**src/rtl/motor_ramp_ctrl_pkg.sv**
```systemverilog
// motor_ramp_ctrl shared types: duty width, FSM encoding, saturation
// constant and the magnitude helpers used by the ramp datapath.
package motor_ramp_ctrl_pkg;

  localparam int DUTY_CYCLE_SIZE = 10;
  localparam int CMD_W = DUTY_CYCLE_SIZE + 1;

  typedef logic [DUTY_CYCLE_SIZE-1:0] duty_t;

  localparam duty_t DUTY_SAT = '1;

  typedef enum logic [1:0] {
    ST_IDLE,
    ST_RAMP,
    ST_HOLD,
    ST_DWELL
  } state_e;

  // Most-negative input has no positive twin; clamp it to full scale.
  function automatic duty_t sat_abs(input logic [CMD_W-1:0] v);
    logic [CMD_W-1:0] a;
    a = v[CMD_W-1] ? (~v + 1'b1) : v;
    if (a[CMD_W-1]) return DUTY_SAT;
    return a[CMD_W-2:0];
  endfunction

  function automatic duty_t step_toward(
    input duty_t mag,
    input duty_t tgt,
    input duty_t step
  );
    duty_t diff;
    if (mag < tgt) begin
      diff = tgt - mag;
      return mag + ((diff > step) ? step : diff);
    end
    diff = mag - tgt;
    return mag - ((diff > step) ? step : diff);
  endfunction

endpackage

```
**src/rtl/motor_ramp_ctrl_ramp_tick_gen.sv**
```systemverilog
// Free-running prescaler: one-cycle tick every DIV clocks.
// DIV must be at least 1; DIV=1 ticks on every cycle.
module ramp_tick_gen #(
  parameter int DIV = 5000
) (
  input  logic clk,
  input  logic reset_n,
  output logic tick
);

  localparam int CW = (DIV > 1) ? $clog2(DIV) : 1;
  localparam logic [CW-1:0] LAST = CW'(DIV - 1);

  logic [CW-1:0] cnt_q, cnt_d;

  always_comb begin
    tick  = (cnt_q == LAST);
    cnt_d = tick ? '0 : cnt_q + 1'b1;
  end

  always_ff @(posedge clk) begin
    if (!reset_n) cnt_q <= '0;
    else          cnt_q <= cnt_d;
  end

endmodule

```
**src/rtl/motor_ramp_ctrl.sv**
```systemverilog
// Slew-limited H-bridge speed ramp with dwell-at-zero on reversal.
// Optional command watchdog enabled by defining CMD_WATCHDOG_EN.
module motor_ramp_ctrl
  import motor_ramp_ctrl_pkg::*;
#(
  parameter int RAMP_DIV    = 5000,
  parameter int RAMP_STEP   = 4,
  parameter int ZERO_HOLD   = 50000,
  parameter int WDOG_CYCLES = 25000000
) (
  input  logic                       clk,
  input  logic                       reset_n,
  input  logic [DUTY_CYCLE_SIZE:0]   cmd_speed,
  input  logic                       cmd_valid,
  output logic                       cmd_ready,
  output logic                       dir,
  output logic                       on,
  output logic [DUTY_CYCLE_SIZE-1:0] duty_cycle,
  output logic                       wdog_trip
);

  localparam int ZW = $clog2(ZERO_HOLD + 1);
  localparam logic [ZW-1:0] ZH_LAST = ZW'(ZERO_HOLD - 1);
  localparam duty_t STEP_W =
    (RAMP_STEP >= (1 << DUTY_CYCLE_SIZE)) ? DUTY_SAT : duty_t'(RAMP_STEP);

  state_e          state_q, state_d;
  duty_t           mag_q, mag_d;
  duty_t           tgt_mag_q, tgt_mag_d;
  duty_t           eff;
  logic            dir_q, dir_d;
  logic            tgt_dir_q, tgt_dir_d;
  logic            on_q, on_d;
  logic            rdy_q, rdy_d;
  logic [ZW-1:0]   dwell_q, dwell_d;
  logic            tick, accept, cmd_zero, cmd_pos, pending;

`ifdef CMD_WATCHDOG_EN
  localparam int WW = $clog2(WDOG_CYCLES + 1);
  localparam logic [WW-1:0] WD_LAST = WW'(WDOG_CYCLES - 1);
  logic [WW-1:0] wdog_q, wdog_d;
  logic          trip_q, trip_d;
`endif

  ramp_tick_gen #(
    .DIV(RAMP_DIV)
  ) u_tick (
    .clk    (clk),
    .reset_n(reset_n),
    .tick   (tick)
  );

  always_comb begin
    accept    = cmd_valid & rdy_q;
    cmd_zero  = (cmd_speed == '0);
    cmd_pos   = ~cmd_speed[DUTY_CYCLE_SIZE];
    tgt_mag_d = tgt_mag_q;
    tgt_dir_d = tgt_dir_q;
    if (accept) begin
      tgt_mag_d = sat_abs(cmd_speed);
      if (!cmd_zero) tgt_dir_d = cmd_pos;
    end
`ifdef CMD_WATCHDOG_EN
    wdog_d = wdog_q;
    trip_d = trip_q;
    if (accept) begin
      wdog_d = '0;
      trip_d = 1'b0;
    end else if (!trip_q) begin
      if (wdog_q == WD_LAST) begin
        trip_d    = 1'b1;
        wdog_d    = '0;
        tgt_mag_d = '0;
      end else begin
        wdog_d = wdog_q + 1'b1;
      end
    end
`endif
    // A pending reversal ramps to zero before the new magnitude applies.
    pending = (tgt_dir_q != dir_q);
    eff     = pending ? '0 : tgt_mag_q;
    state_d = state_q;
    mag_d   = mag_q;
    dir_d   = dir_q;
    dwell_d = dwell_q;
    unique case (1'b1)
      (state_q == ST_DWELL): begin
        if (dwell_q == ZH_LAST) begin
          dwell_d = '0;
          dir_d   = ~dir_q;
          state_d = ST_RAMP;
        end else begin
          dwell_d = dwell_q + 1'b1;
        end
      end
      default: begin
        if (state_q == ST_IDLE && accept && !cmd_zero)
          dir_d = cmd_pos;
        if (tick)
          mag_d = step_toward(mag_q, eff, STEP_W);
        if (mag_d == '0 && pending)
          state_d = ST_DWELL;
        else if (mag_d == eff)
          state_d = (mag_d == '0) ? ST_IDLE : ST_HOLD;
        else
          state_d = ST_RAMP;
      end
    endcase
    on_d  = (mag_d != '0);
    rdy_d = (state_d != ST_DWELL);
  end

  always_ff @(posedge clk) begin
    if (!reset_n) begin
      state_q   <= ST_IDLE;
      mag_q     <= '0;
      tgt_mag_q <= '0;
      dir_q     <= 1'b1;
      tgt_dir_q <= 1'b1;
      on_q      <= 1'b0;
      rdy_q     <= 1'b1;
      dwell_q   <= '0;
    end else begin
      state_q   <= state_d;
      mag_q     <= mag_d;
      tgt_mag_q <= tgt_mag_d;
      dir_q     <= dir_d;
      tgt_dir_q <= tgt_dir_d;
      on_q      <= on_d;
      rdy_q     <= rdy_d;
      dwell_q   <= dwell_d;
    end
  end

`ifdef CMD_WATCHDOG_EN
  always_ff @(posedge clk) begin
    if (!reset_n) begin
      wdog_q <= '0;
      trip_q <= 1'b0;
    end else begin
      wdog_q <= wdog_d;
      trip_q <= trip_d;
    end
  end
  assign wdog_trip = trip_q;
`else
  // Constant-false term keeps the watchdog parameter referenced.
  assign wdog_trip = (WDOG_CYCLES < 0);
`endif

  assign cmd_ready  = rdy_q;
  assign dir        = dir_q;
  assign on         = on_q;
  assign duty_cycle = mag_q;

endmodule

```
**config.mk**
```make
export PLATFORM = sky130hd
export DESIGN_NAME = motor_ramp_ctrl
export DESIGN_NICKNAME = d
export VERILOG_FILES = /design/src/rtl/motor_ramp_ctrl_pkg.sv /design/src/rtl/motor_ramp_ctrl_ramp_tick_gen.sv /design/src/rtl/motor_ramp_ctrl.sv
export SDC_FILE = /design/constraint.sdc
export NUM_CORES = 1
export LEC_CHECK = 0
export ABC_AREA = 1
export ABC_CLOCK_PERIOD_IN_PS = 5100
export BUFFER_PORTS_ARGS = -buffer_cell sky130_fd_sc_hd__buf_4
export CAP_MARGIN = 40
export CORE_MARGIN = 2
export CORE_UTILIZATION = 45
export CTS_CLUSTER_DIAMETER = 150
export DETAILED_ROUTE_END_ITERATION = 7
export GPL_ROUTABILITY_DRIVEN = 0
export RECOVER_POWER = 50
export SKIP_LAST_GASP = 1
export SLEW_MARGIN = 30
export SYNTH_ARGS = -nofsm -noshare
export SYNTH_HDL_FRONTEND = slang
export SYNTH_HIERARCHICAL = 1
export SYNTH_SLANG_ARGS = --single-unit
```
**constraint.sdc**
```tcl
create_clock -name clk -period 5.1 [get_ports clk]
set_input_delay 0.765 -clock clk [delete_from_list [all_inputs] [get_ports clk]]
set_output_delay 0.765 -clock clk [all_outputs]
set_load 0.02 [all_outputs]
```
* Word-level counts from Yosys, hierarchy flattened
Index checks and enable logic that the tools add are counted.
** Operators by class
- Add/subtract/negate cells :: 7
- $lt $le $gt $ge :: 3
- Eq/ne operators :: 7
- Muxes and demuxes :: 25
- Bitwise logic cells :: 6
- Reductions and logical operators :: 12
** Operators by type and width (count)
- two-way mux 10 bit :: 10
- subtractor 10 bit :: 3
- greater-than comparator 10 x 3 -> 1 bit, second input constant :: 2
- adder 16 x 1 -> 16 bit, second input constant :: 1
- == test 16 bit, second input constant :: 1
- two-way mux 16 bit :: 1
- adder 13 x 1 -> 13 bit, second input constant :: 1
- == test 13 bit, second input constant :: 1
- adder 11 x 1 -> 11 bit, second input constant :: 1
- logical NOT 11 bit :: 1
- two-way mux 11 bit :: 1
- inverter 11 bit :: 1
- adder 10 bit :: 1
- == test 10 bit :: 1
- logical NOT 10 bit :: 1
- < comparator 10 bit :: 1
- two-way mux 2 bit :: 5
- nonzero test 10 bit :: 1
- two-way mux 1 bit :: 8
- inverter 1 bit :: 4
- AND reduction 2 bit :: 2
- logical AND 1 bit :: 3
- == test 2 bit, second input constant :: 1
- logical NOT 2 bit :: 1
- other kinds (7) :: 7
** Word-level totals
- Register bits after elaboration :: 55
- Input bits :: 14
- Output and inout bits :: 14
- Logic and storage cells :: 69

* Logic depth before layout (Yosys ltp)
Gate-level depths: netlist of the first run.
- Depth in word-level cells :: 16
- Gate-level depth with buffers :: 44
- Gate-level depth less buffers :: 43

* By module
Netlist of the first run, hierarchy kept.
** By module, submodules not included
- motor_ramp_ctrl :: instances 1, cells an instance 577, area each 3901.2 µm², sequential area each 840.8 µm²
- ramp_tick_gen :: instances 1, cells an instance 94, area each 661.9 µm², sequential area each 260.2 µm²

* Worst setup path before layout of the first run
OpenSTA, ideal clock, no wires.
- Path kind :: reg-to-reg
- Start :: reg dir_q, in the netlist dir
- End :: reg rdy_q, in the netlist cmd_ready
- Library setup time :: 0.123 ns
- Data arrival time :: 4.944 ns
- Data required time :: 4.977 ns
- Path slack :: 0.033 ns
- Stages on the path, launching flop included :: 34
- Path buffers :: 0
- Clock period less this slack :: 5.067 ns
- Path through :: dfxtp_1 -> nand2_1 -> nand2_4 -> inv_1 -> nor2_1 -> ha_1 -> a21oi_2 -> inv_1 -> a21oi_1 -> nand2_1 -> nand2_1 -> nand2_2 -> nor4_1 -> nand2_1 -> inv_1 -> a21oi_1 -> or2_2 -> ha_1 -> o21ai_0 -> fa_1 -> nand3_1 -> nand3_1 -> nand2_1 -> nand2_1 -> a21oi_1 -> xor2_1 -> o21ai_0 -> nand4_1 -> nor2_1 -> nand3_2 -> nor2_2 -> nor2_4 -> nand2_1 -> nand3_1
** On the way
- Word-level cells in the longest chain between the ends :: 16
- Elaborated cells between the ends (all ways) :: 26
- Classes of those cells :: 4 x add/sub; 3 x order compare; 3 x eq/ne; 14 x mux; 2 x reduce/logical
** RTL lines
- start: declaration :: line motor_ramp_ctrl.sv:31 : logic dir_q, dir_d;
- start signal: assignment :: line motor_ramp_ctrl.sv:127 : dir_q <= dir_d;
- != test 1 bit * :: line motor_ramp_ctrl.sv:80 : pending = (tgt_dir_q != dir_q);
- two-way mux 10 bit :: line motor_ramp_ctrl.sv:81 : eff = pending ? '0 : tgt_mag_q;
- subtractor 10 bit :: line motor_ramp_ctrl_pkg.sv:34 : diff = tgt - mag;
- greater-than comparator 10 x 3 -> 1 bit :: line motor_ramp_ctrl_pkg.sv:35 : return mag + ((diff > step) ? step : diff);
- two-way mux 10 bit :: line motor_ramp_ctrl_pkg.sv:35
- adder 10 bit :: line motor_ramp_ctrl_pkg.sv:35
- two-way mux 10 bit :: line motor_ramp_ctrl_pkg.sv:33 : if (mag < tgt) begin
- two-way mux 10 bit :: line motor_ramp_ctrl_pkg.sv:37 : diff = mag - tgt;
- two-way mux 10 bit :: line motor_ramp_ctrl.sv:99 : if (tick)
- two-way mux 10 bit :: line motor_ramp_ctrl.sv:86 : unique case (1'b1)
- logical NOT 10 bit :: line motor_ramp_ctrl.sv:101, motor_ramp_ctrl.sv:104
- two-way mux 2 bit :: line motor_ramp_ctrl.sv:104 : state_d = (mag_d == '0) ? ST_IDLE : ST_HOLD;
- two-way mux 2 bit :: line motor_ramp_ctrl.sv:103 : else if (mag_d == eff)
- two-way mux 2 bit * :: line motor_ramp_ctrl.sv:101 : if (mag_d == '0 && pending)
- two-way mux 2 bit * :: line motor_ramp_ctrl.sv:86
- != test 2 bit * :: line motor_ramp_ctrl.sv:110 : rdy_d = (state_d != ST_DWELL);
- end signal: assignment :: line motor_ramp_ctrl.sv:130 : rdy_q <= rdy_d;
- end: declaration :: line motor_ramp_ctrl.sv:34 : logic rdy_q, rdy_d;
Every way passes the cells marked *; elsewhere a longest branch is shown, timed or not. The select of a mux whose other input is x is not followed.
A chain may end at the register's enable or synchronous reset.

* Worst setup path after layout of the first run
Same ends and word-level chain as after synthesis.

==> results of run 1 <==
cells in the final DEF, fill, tap and decap left out, drive strengths merged:
cell    netlist  layout
xor2         24      24
xnor2        11      11
o221ai        2       2
o31ai         2       2
nor4          9       9
conb          1       1
inv         111     111
nor3         11      11
clkinv        1       2
nand2       163     163
nor2         72      72
a21oi        46      46
nand4        15      15
or2           4       4
dfxtp        55      55
ha           31      31
o311ai        1       1
fa            2       2
clkbuf        4      17
buf          10     101
o211ai        5       5
bufinv        0       1
nand2b        1       1
o21ai        39      39
a31oi         2       2
a221oi        5       5
nand3b        1       1
nor3b         4       4
a211oi        2       2
nand3        37      37
where the power goes:
group | switching [mW] | total, mW | leakage (nW) | internal [mW]
Clock | 0.144 | 0.292 | 0.0558 | 0.149
Combinational | 1.43 | 2.57 | 2.20 | 1.14
Sequential | 0.0383 | 0.522 | 0.448 | 0.484
stage by stage:
step / utilization / setup WS [ns] / hold slack, ns
global placement: 0.5399 / -0.1489 / 0.4426
detailed placement: 0.5399 / -0.2566 / 0.4508
floorplan: - / 0.03303 / 0.4299
CTS: 0.5735 / 0.003121 / 0.4739
finish: 0.6032 / 0.07574 / 0.4682
global route: 0.6032 / -0.2931 / 0.4954
routing by layer:
metal / part of all wire / wire length (µm)
met1: 0.46 / 5601
met2: 0.48 / 5858
met3: 0.030 / 358
met4: 0.022 / 270
met5: 0 / 0
kinds of logic after synthesis:
| kind of cell | count (synthesis) | share of synthesized area |
|---|---|---|
| XOR/XNOR | 35 | 0.06882 |
| adder cells (fa/ha/maj) | 33 | 0.09378 |
| AO/OA/AOI/OAI | 104 | 0.1330 |
| flip-flops | 55 | 0.2413 |
| other | 1 | 0.0008218 |
| buffers and inverters | 126 | 0.1165 |
| AND/OR/NAND/NOR | 317 | 0.3458 |
flip-flops by register name, summed over array words and instances (netlist names):
signal and count:
dwell_q 16, u_tick/cnt_q 13, duty_cycle 10, tgt_mag_q 10
state_q 2, cmd_ready 1, dir 1, on 1
tgt_dir_q 1
critical path, delay by kind of cell (launching register included):
kind	cells	cell delay (ns)
compound gates	6	0.67
buf+inv	8	0.68
xor+xnor	1	0.13
flops	1	0.35
fa+ha+maj	3	0.67
simple gates	21	2.42
how the worst max path moves through the flow:
stage                     slack [ns]             start                     to
after floorplan                 0.03  dir$_SDFFE_PN1P_   cmd_ready$_SDFF_PN1_
after global placement         -0.15  dir$_SDFFE_PN1P_  state_q[0]$_SDFF_PN0_
after detailed placement       -0.26  dir$_SDFFE_PN1P_  state_q[0]$_SDFF_PN0_
after CTS                      0.003  dir$_SDFFE_PN1P_  state_q[0]$_SDFF_PN0_
after global routing           -0.29  dir$_SDFFE_PN1P_  state_q[0]$_SDFF_PN0_
final                           0.08  dir$_SDFFE_PN1P_   cmd_ready$_SDFF_PN1_
cell type report:
class | count | area (µm²)
Clock buffer | 6 | 72.57
Tap cell | 133 | 166.4
Timing Repair Buffer | 112 | 819.5
Inverter | 112 | 432.9
Multi-Input combinational cell | 490 | 3289
Sequential cell | 55 | 1104
Clock inverter | 2 | 38.79
Fill cell | 985 | 3896
timing repair:
| action | CTS | global route |
|---|---|---|
| pin swaps | 14 | 51 |
| gates resized for setup | 35 | 63 |
| buffers inserted | 6 | 17 |
| endpoints found under the setup margin | 5 | 7 |
==> impl_metrics.csv, run 1 <==
group,metric,value,unit
status,status,"finished, final reports clean",
yosys,ys_types,49,
place,dpl_cell_area,0.005301,mm²
floorplan,die_h,104.7,µm
yosys,synth_edf_count,0,
hold_path,worstHoldPathCells,1,
yosys,synthTopCellsByArea,"dfxtp_1 (24%), nand2_1 (11%), inv_1 (8.9%)",
place,numPortBuffers,26,
clocking,cts_made_buffers,5,
sta,layout_worst_path_cycle_share,0.9851,
sta,setup-tns-final,0,ns
yosys,synth_top_cell_by_area,"dfxtp_1",
yosys,syn_area_per_cell,6.800,µm²
sta,fin_skew,0.01149,ns
global_route,grt_busiest_layer,"met2",
place,dpl.hpwl,9389,µm
setup_path,crit_type,"flop to flop",
yosys,synth_warnings,6,
setup_path,ff2ff_path_depth,39,
routing,vias_per_cell,4.959,
setup_path,regToRegStartpoint,"dir$_SDFFE_PN1P_",
setup_path,slowest_delay,0.35,ns
power_and_ir_drop,leakagePower,2.702,nW
sta,fmax,199.0,MHz
floorplan,die_w,104.7,µm
setup_path,end_kind,"flop",
power_and_ir_drop,vdd_drop_max,0.0002634,V
floorplan,die-area,0.01096,mm²
layout,syn2layout_area_growth,29.81,%
yosys,yosysMostFrequentCell,"nand2_1",
routing,antenna_left,0,
yosys,synth_area,0.004563,mm²
sta,worst_pin_slew,0.6657,ns
hold_path,holdCritStartpoint,"u_tick/cnt_q[0]$_SDFF_PP0_",
global_route,grt_overflow_total,0,
floorplan,core_area,0.009819,mm²
setup_path,cp.required,5.31,ns
yosys,ys_top_cells_by_count,"nand2_1 (137), inv_1 (108), nor2_1 (60)",
floorplan,io_pins,28,
yosys,seq_area_frac_synth,0.2413,
hold_path,holdPathEnd,"u_tick/cnt_q[0]$_SDFF_PP0_",
routing,drtIter0Drc,207,
place,dp_cells,881,
floorplan,start_util,0.4647,
setup_path,crit_top_cell,"nand2_1",
yosys,syn_nets,718,
yosys,synth_top_area_frac,0.2413,
layout,drive_above_1_share,0.3063,
floorplan,num_rows,36,
routing,routedWlPerCell,13.28,µm
layout,final_nets,823,
yosys,synth_cells,671,
clocking,cts_hold_buf,0,
yosys,async_reset_ff_frac,0,
power_and_ir_drop,power,3.384,mW
power_and_ir_drop,power_density,571.3,mW/mm²
global_route,met2_usage,0.3735,
setup_path,cpMaxStageDelayCell,"dfxtp_2",
routing,dr.pass1.iters,4,
hold_path,holdCritPathClass,"flop to flop",
setup_path,crit_path_start_kind,"flop",
routing,wirelength,12090,µm
setup_path,r2r_end,"cmd_ready$_SDFF_PN1_",
run,max_cap_viol_count,0,
routing,vias,4513,
sta,hold_violations,0,
global_route,met1_usage,0.2805,
sta,timing.final.crit_period,5.024,ns
clocking,cts_tree,"done",
global_route,grt_max_degree,21,
clocking,clk_pin_slew_worst_paths,0.10,ns
sta,relSlewSlack,0.5557,
global_route,grt_pass1_vias,4285,
global_route,grt_pass1_wl,19490,µm
setup_path,critPathMaxFanout,6,
sta,maxSlewViolCount,0,
global_route,grt_antenna_before_repair,0,
clocking,clockBufferDepth,2,
layout,final_cells,910,
layout,antenna_cells,0,
setup_path,arrival,5.23,ns
sta,setup_viol,0,
global_route,track_usage,0.2158,
layout,stdcell_area,0.005923,mm²
yosys,ys_ff_latch,55,
clocking,cts-root-buf,"clkbuf_8",
sta,rsz0062_at_grt,"true",
setup_path,r2r_slack,0.08,ns
global_route,grtUsageMet3,0.02558,
clocking,htreeDepth,2,
routing,drc,0,
clocking,clk-insertion-delay-late,0.31,ns
yosys,synth_ff_type,"dfxtp_1",
clocking,cts.sinks,55,
Note: power is estimated with default switching activity, not from simulation.
==> inputs of run 2 (changes only) <==
==> constraint.sdc (replaced) <==
create_clock -name clk -period 5.1 [get_ports clk]
set_input_delay 0.765 -clock clk [delete_from_list [all_inputs] [get_ports clk]]
set_output_delay 0.765 -clock clk [all_outputs]
set_load 0.005 [all_outputs]
==> run 2 against run 1 <==
  * Sequential power about the same
  * Utilization up 0.15 points
  * Clock power about the same
  * Count of clock-buffer cells in the layout unchanged
  * Critical path depth unchanged
  * Largest cell class unchanged
  * Via count up 0.89%
  * Sequential cell count unchanged
  * Non-clock buffer count unchanged
==> impl_metrics.csv, run 2 (same netlist as run 1, synthesis figures left out) <==
group,metric,value,unit
status,status,"finished, final reports clean",
place,dpl_cell_area,0.005301,mm²
layout,finish.utilization,0.6047,
setup_path,cpMaxStageDelayCell,"dfxtp_2",
global_route,grt_busiest_layer,"met2",
clocking,clk-insertion-delay-late,0.32,ns
setup_path,path_delay_family,"simple AND/OR/NAND/NOR gates",
setup_path,path_buf_inv,8,
setup_path,crit_top_cell,"nand2_1",
sta,timing.final.crit_period,5.039,ns
run,max_cap_viol_count,0,
global_route,grt_overflow_total,0,
place,numPortBuffers,26,
power_and_ir_drop,power_density,566.7,mW/mm²
global_route,met1_usage,0.2805,
sta,fmax,198.5,MHz
floorplan,core_area,0.009819,mm²
place,dpl.hpwl,9389,µm
setup_path,cp.required,5.31,ns
sta,whs,0.4682,ns
routing,dr.pass1.iters,5,
layout,drive_above_1_share,0.3115,
sta,relSlewSlack,0.5539,
clocking,cts_tree,"done",
global_route,track_usage,0.2158,
routing,antenna_left,0,
routing,vias_per_cell,5.003,
hold_path,holdCritPathClass,"flop to flop",
routing,routedWlPerCell,13.34,µm
power_and_ir_drop,vdd_drop_max,0.0002633,V
setup_path,critPathMaxFanout,6,
layout,final_nets,823,
power_and_ir_drop,power,3.365,mW
clocking,htreeDepth,2,
sta,worst_pin_slew,0.6684,ns
clocking,cts.sinks,55,
setup_path,end_kind,"flop",
layout,syn2layout_area_growth,30.13,%
global_route,grt_antenna_before_repair,0,
floorplan,die-area,0.01096,mm²
clocking,cts_made_buffers,5,
layout,final_common_cell,"nand2_1",
routing,drc,0,
layout,multi_input_area,0.003289,mm²
sta,setup_viol,0,
layout,stdcell_area,0.005938,mm²
floorplan,die_h,104.7,µm
place,dp_cells,881,
clocking,clk_pin_slew_worst_paths,0.11,ns
power_and_ir_drop,leakagePower,2.716,nW
routing,wirelength,12140,µm
setup_path,arrival,5.25,ns
sta,maxSlewViolCount,0,
layout,regMostFlops,"dwell_q",
layout,final_cell_mix,"nand2_1 (126), inv_1 (99), buf_4 (98)",
global_route,grt_pass1_wl,19490,µm
setup_path,slowest_delay,0.35,ns
routing,drtIter0Drc,214,
sta,fin_skew,0.01545,ns
layout,regArea,0.001104,mm²
setup_path,crit_path_start_kind,"flop",
routing,vias,4553,
sta,layout_worst_path_cycle_share,0.9880,
floorplan,num_rows,36,
layout,largest_register_ffs,16,
clocking,clockBufferDepth,2,
global_route,grt_max_degree,21,
layout,reg.largest.list,"dwell_q (16), u_tick/cnt_q (13)",
global_route,grtUsageMet3,0.02558,
global_route,grt_pass1_vias,4285,
sta,rsz0062_at_grt,"true",
layout,antenna_cells,0,
floorplan,io_pins,28,
global_route,met2_usage,0.3735,
sta,hold_violations,0,
floorplan,die_w,104.7,µm
setup_path,crit_type,"flop to flop",
floorplan,start_util,0.4647,
layout,num-fill-cells,981,
layout,final_cells,910,
clocking,cts-root-buf,"clkbuf_8",
==> run 2: cell counts in the layout (fill, tap and decap cells not counted) <==
Identical to the previous run, type by type.
==> run 2: worst paths after layout <==
check	cells past startpoint	from	to	slack, ns
worst max-delay path	39	dir$_SDFFE_PN1P_	cmd_ready$_SDFF_PN1_	0.06
worst min-delay path	1	u_tick/cnt_q[0]$_SDFF_PP0_	u_tick/cnt_q[0]$_SDFF_PP0_	0.47
worst max register to register	39	dir$_SDFFE_PN1P_	cmd_ready$_SDFF_PN1_	0.06
worst min register to register	1	u_tick/cnt_q[0]$_SDFF_PP0_	u_tick/cnt_q[0]$_SDFF_PP0_	0.47
==> run 2: through the flow <==
step           worst slack [ns]  setup TNS [ns]
2_1_floorplan            0.1694               0
3_3_place_gp            -0.1489         -0.3500
3_5_place_dp            -0.2566         -0.7520
4_1_cts                0.003121               0
5_1_grt                 -0.2931          -1.289
6_report                0.06140               0
==> run 2: power breakdown <==
group,switching [mW],leakage (nW),internal (mW)
registers,0.0384,0.448,0.484
clock network,0.145,0.0558,0.149
logic,1.41,2.21,1.14
total,1.59,2.72,1.77
==> run 2: routing by layer <==
layer,share of wire,wire [µm]
met1,0.46,5570
met3,0.032,384
met4,0.022,270
met2,0.49,5914
met5,0,0
==> run 2: what timing repair did <==
action / in CTS / in global routing
pin swaps: 14 / 51
buffers inserted: 6 / 17
hold buffers: 0 / 0
setup endpoints to repair: 5 / 7
gates resized for setup: 35 / 63
==> run 2: layout make-up <==
class                      instances  share of cell area
multi-input combinational        490              0.5539
sequential                        55              0.1858
timing repair buffer             112              0.1405
inverter                         112             0.07290
tap                              133             0.02802
clock buffer                       6             0.01222
clock inverter                     2            0.006532
==> inputs of run 3 (changes only) <==
--- a/config.mk
+++ b/config.mk
@@ -15,6 +15,7 @@
 export DETAILED_ROUTE_END_ITERATION = 7
 export GPL_ROUTABILITY_DRIVEN = 0
 export RECOVER_POWER = 50
+export REMOVE_ABC_BUFFERS = 1
 export SKIP_LAST_GASP = 1
 export SLEW_MARGIN = 30
 export SYNTH_ARGS = -nofsm -noshare
==> run 3 against run 2 <==
  * Setup slack improved by 0.0026 ns
  * Final cell count increased by 2.5%
  * Power increased by 11%
  * Fmax about the same
  * Utilization increased by 3.8 points
==> impl_metrics.csv, run 3 (same netlist as run 1, synthesis figures left out) <==
group,metric,value,unit
status,status,"finished, final reports clean",
sta,whs,0.4762,ns
power_and_ir_drop,vdd_drop_max,0.0003048,V
setup_path,end_kind,"flop",
clocking,cts_tree,"done",
clocking,htreeDepth,2,
routing,antenna_left,0,
sta,setup-tns-final,0,ns
global_route,grt_pass1_wl,20930,µm
place,dp_cells,891,
floorplan,io_pins,28,
sta,worst_pin_slew,0.7281,ns
layout,final_cell_mix,"nand2_1 (121), buf_4 (119), inv_1 (95)",
setup_path,critPathMaxFanout,5,
sta,fin_skew,0.01163,ns
layout,final_cells,933,
setup_path,arrival,5.22,ns
sta,setup_viol,0,
power_and_ir_drop,power_density,589.9,mW/mm²
layout,antenna_cells,0,
sta,layout_worst_path_cycle_share,0.9875,
sta,maxSlewViolCount,0,
layout,largest_register_ffs,16,
layout,syn2layout_area_growth,38.42,%
hold_path,holdCritStartpoint,"u_tick/cnt_q[0]$_SDFF_PP0_",
hold_path,holdPathEnd,"u_tick/cnt_q[0]$_SDFF_PP0_",
setup_path,crit_top_cell,"nand2_1",
floorplan,core_area,0.009819,mm²
setup_path,regToRegStartpoint,"dir$_SDFFE_PN1P_",
setup_path,r2r_slack,0.06,ns
routing,vias,4654,
setup_path,crit_path_start_kind,"flop",
clocking,cts_made_buffers,5,
sta,setup_ws,0.06397,ns
hold_path,holdCritPathClass,"flop to flop",
sta,timing.final.crit_period,5.036,ns
setup_path,r2r_end,"state_q[0]$_SDFF_PN0_",
clocking,clockBufferDepth,2,
layout,regMostFlops,"dwell_q",
power_and_ir_drop,power,3.726,mW
setup_path,cpMaxStageDelayCell,"fa_2",
hold_path,worstHoldPathCells,1,
global_route,grt_pass1_vias,4532,
sta,relSlewSlack,0.5095,
layout,final_common_cell,"nand2_1",
run,max_cap_viol_count,0,
layout,drive_above_1_share,0.3663,
floorplan,die_w,104.7,µm
sta,fmax,198.6,MHz
floorplan,die-area,0.01096,mm²
global_route,grt_max_degree,21,
routing,routedWlPerCell,13.94,µm
place,dpl.hpwl,9663,µm
global_route,grt_antenna_before_repair,0,
setup_path,ff2ff_path_depth,32,
routing,dr.pass1.iters,5,
floorplan,die_h,104.7,µm
routing,wirelength,13010,µm
global_route,grt_overflow_total,0,
routing,drtIter0Drc,239,
clocking,cts_hold_buf,0,
routing,vias_per_cell,4.988,
setup_path,crit_type,"flop to flop",
clocking,clk_pin_slew_worst_paths,0.10,ns
clocking,cts.sinks,55,
setup_path,cp.required,5.28,ns
sta,rsz0062_at_grt,"true",
place,pre_cts_ws,-0.2864,ns
clocking,clk-insertion-delay-late,0.32,ns
setup_path,slowest_delay,0.57,ns
floorplan,start_util,0.4647,
sta,hold_violations,0,
global_route,track_usage,0.2339,
power_and_ir_drop,leakagePower,2.851,nW
routing,drc,0,
layout,final_nets,846,
layout,reg.largest.list,"dwell_q (16), u_tick/cnt_q (13)",
place,numPortBuffers,26,
clocking,cts-root-buf,"clkbuf_8",
floorplan,num_rows,36,
run 3: per-layer routing:
layer	part of all wire	global-route usage
met5	0	0
met4	0.020	0.07143
met3	0.032	0.03182
met2	0.48	0.3959
met1	0.46	0.3089
run 3: worst max-delay path by stage:
stage / cells past startpoint / startpoint / slack [ns] / to
finish: 32 / dir$_SDFFE_PN1P_ / 0.06 / state_q[0]$_SDFF_PN0_
global route: 38 / dir$_SDFFE_PN1P_ / -0.29 / cmd_ready$_SDFF_PN1_
CTS: 39 / tgt_dir_q$_SDFFE_PN1P_ / 0.01 / cmd_ready$_SDFF_PN1_
detailed placement: 40 / dir$_SDFFE_PN1P_ / -0.29 / state_q[0]$_SDFF_PN0_
global placement: 35 / tgt_dir_q$_SDFFE_PN1P_ / -0.21 / cmd_ready$_SDFF_PN1_
floorplan: 34 / dir$_SDFFE_PN1P_ / 0.15 / cmd_ready$_SDFF_PN1_
run 3: worst max-delay path, delay by kind of cell, from the launching register on:
| family | cells | cell delay, ns |
|---|---|---|
| buffers and inverters | 8 | 0.83 |
| AO/OA/AOI/OAI | 6 | 0.87 |
| AND/OR/NAND/NOR | 13 | 1.38 |
| flip-flops | 1 | 0.35 |
| XOR/XNOR | 2 | 0.43 |
| adder cells (fa/ha/maj) | 3 | 1.06 |
run 3: cell type report:
| class | count | area, µm² |
|---|---|---|
| Clock inverter | 3 | 20.02 |
| Inverter | 112 | 432.9 |
| Clock buffer | 5 | 68.82 |
| Multi-Input combinational cell | 490 | 3508 |
| Tap cell | 133 | 166.4 |
| Fill cell | 859 | 3503 |
| Timing Repair Buffer | 135 | 1016 |
| Sequential cell | 55 | 1104 |
run 3: per-stage QoR:
| stage | utilization | cell area (µm²) |
|---|---|---|
| detailed placement | 0.5475 | 5376 |
| CTS | 0.6024 | 5916 |
| global route | 0.6432 | 6316 |
| floorplan | - | 4452 |
| finish | 0.6432 | 6316 |
| global placement | 0.5475 | 5376 |
run 3: power by group:
group	total [mW]	internal, mW	switching (mW)
clock network	0.245	0.0959	0.149
logic	2.96	1.35	1.61
registers	0.523	0.484	0.0390
total	3.73	1.93	1.80
run 3: repair_timing:
action | in CTS | in global routing
resized for setup | 66 | 77
pin swaps | 41 | 67
cloned | 0 | 0
setup buffers | 25 | 11
setup endpoints to repair | 6 | 9
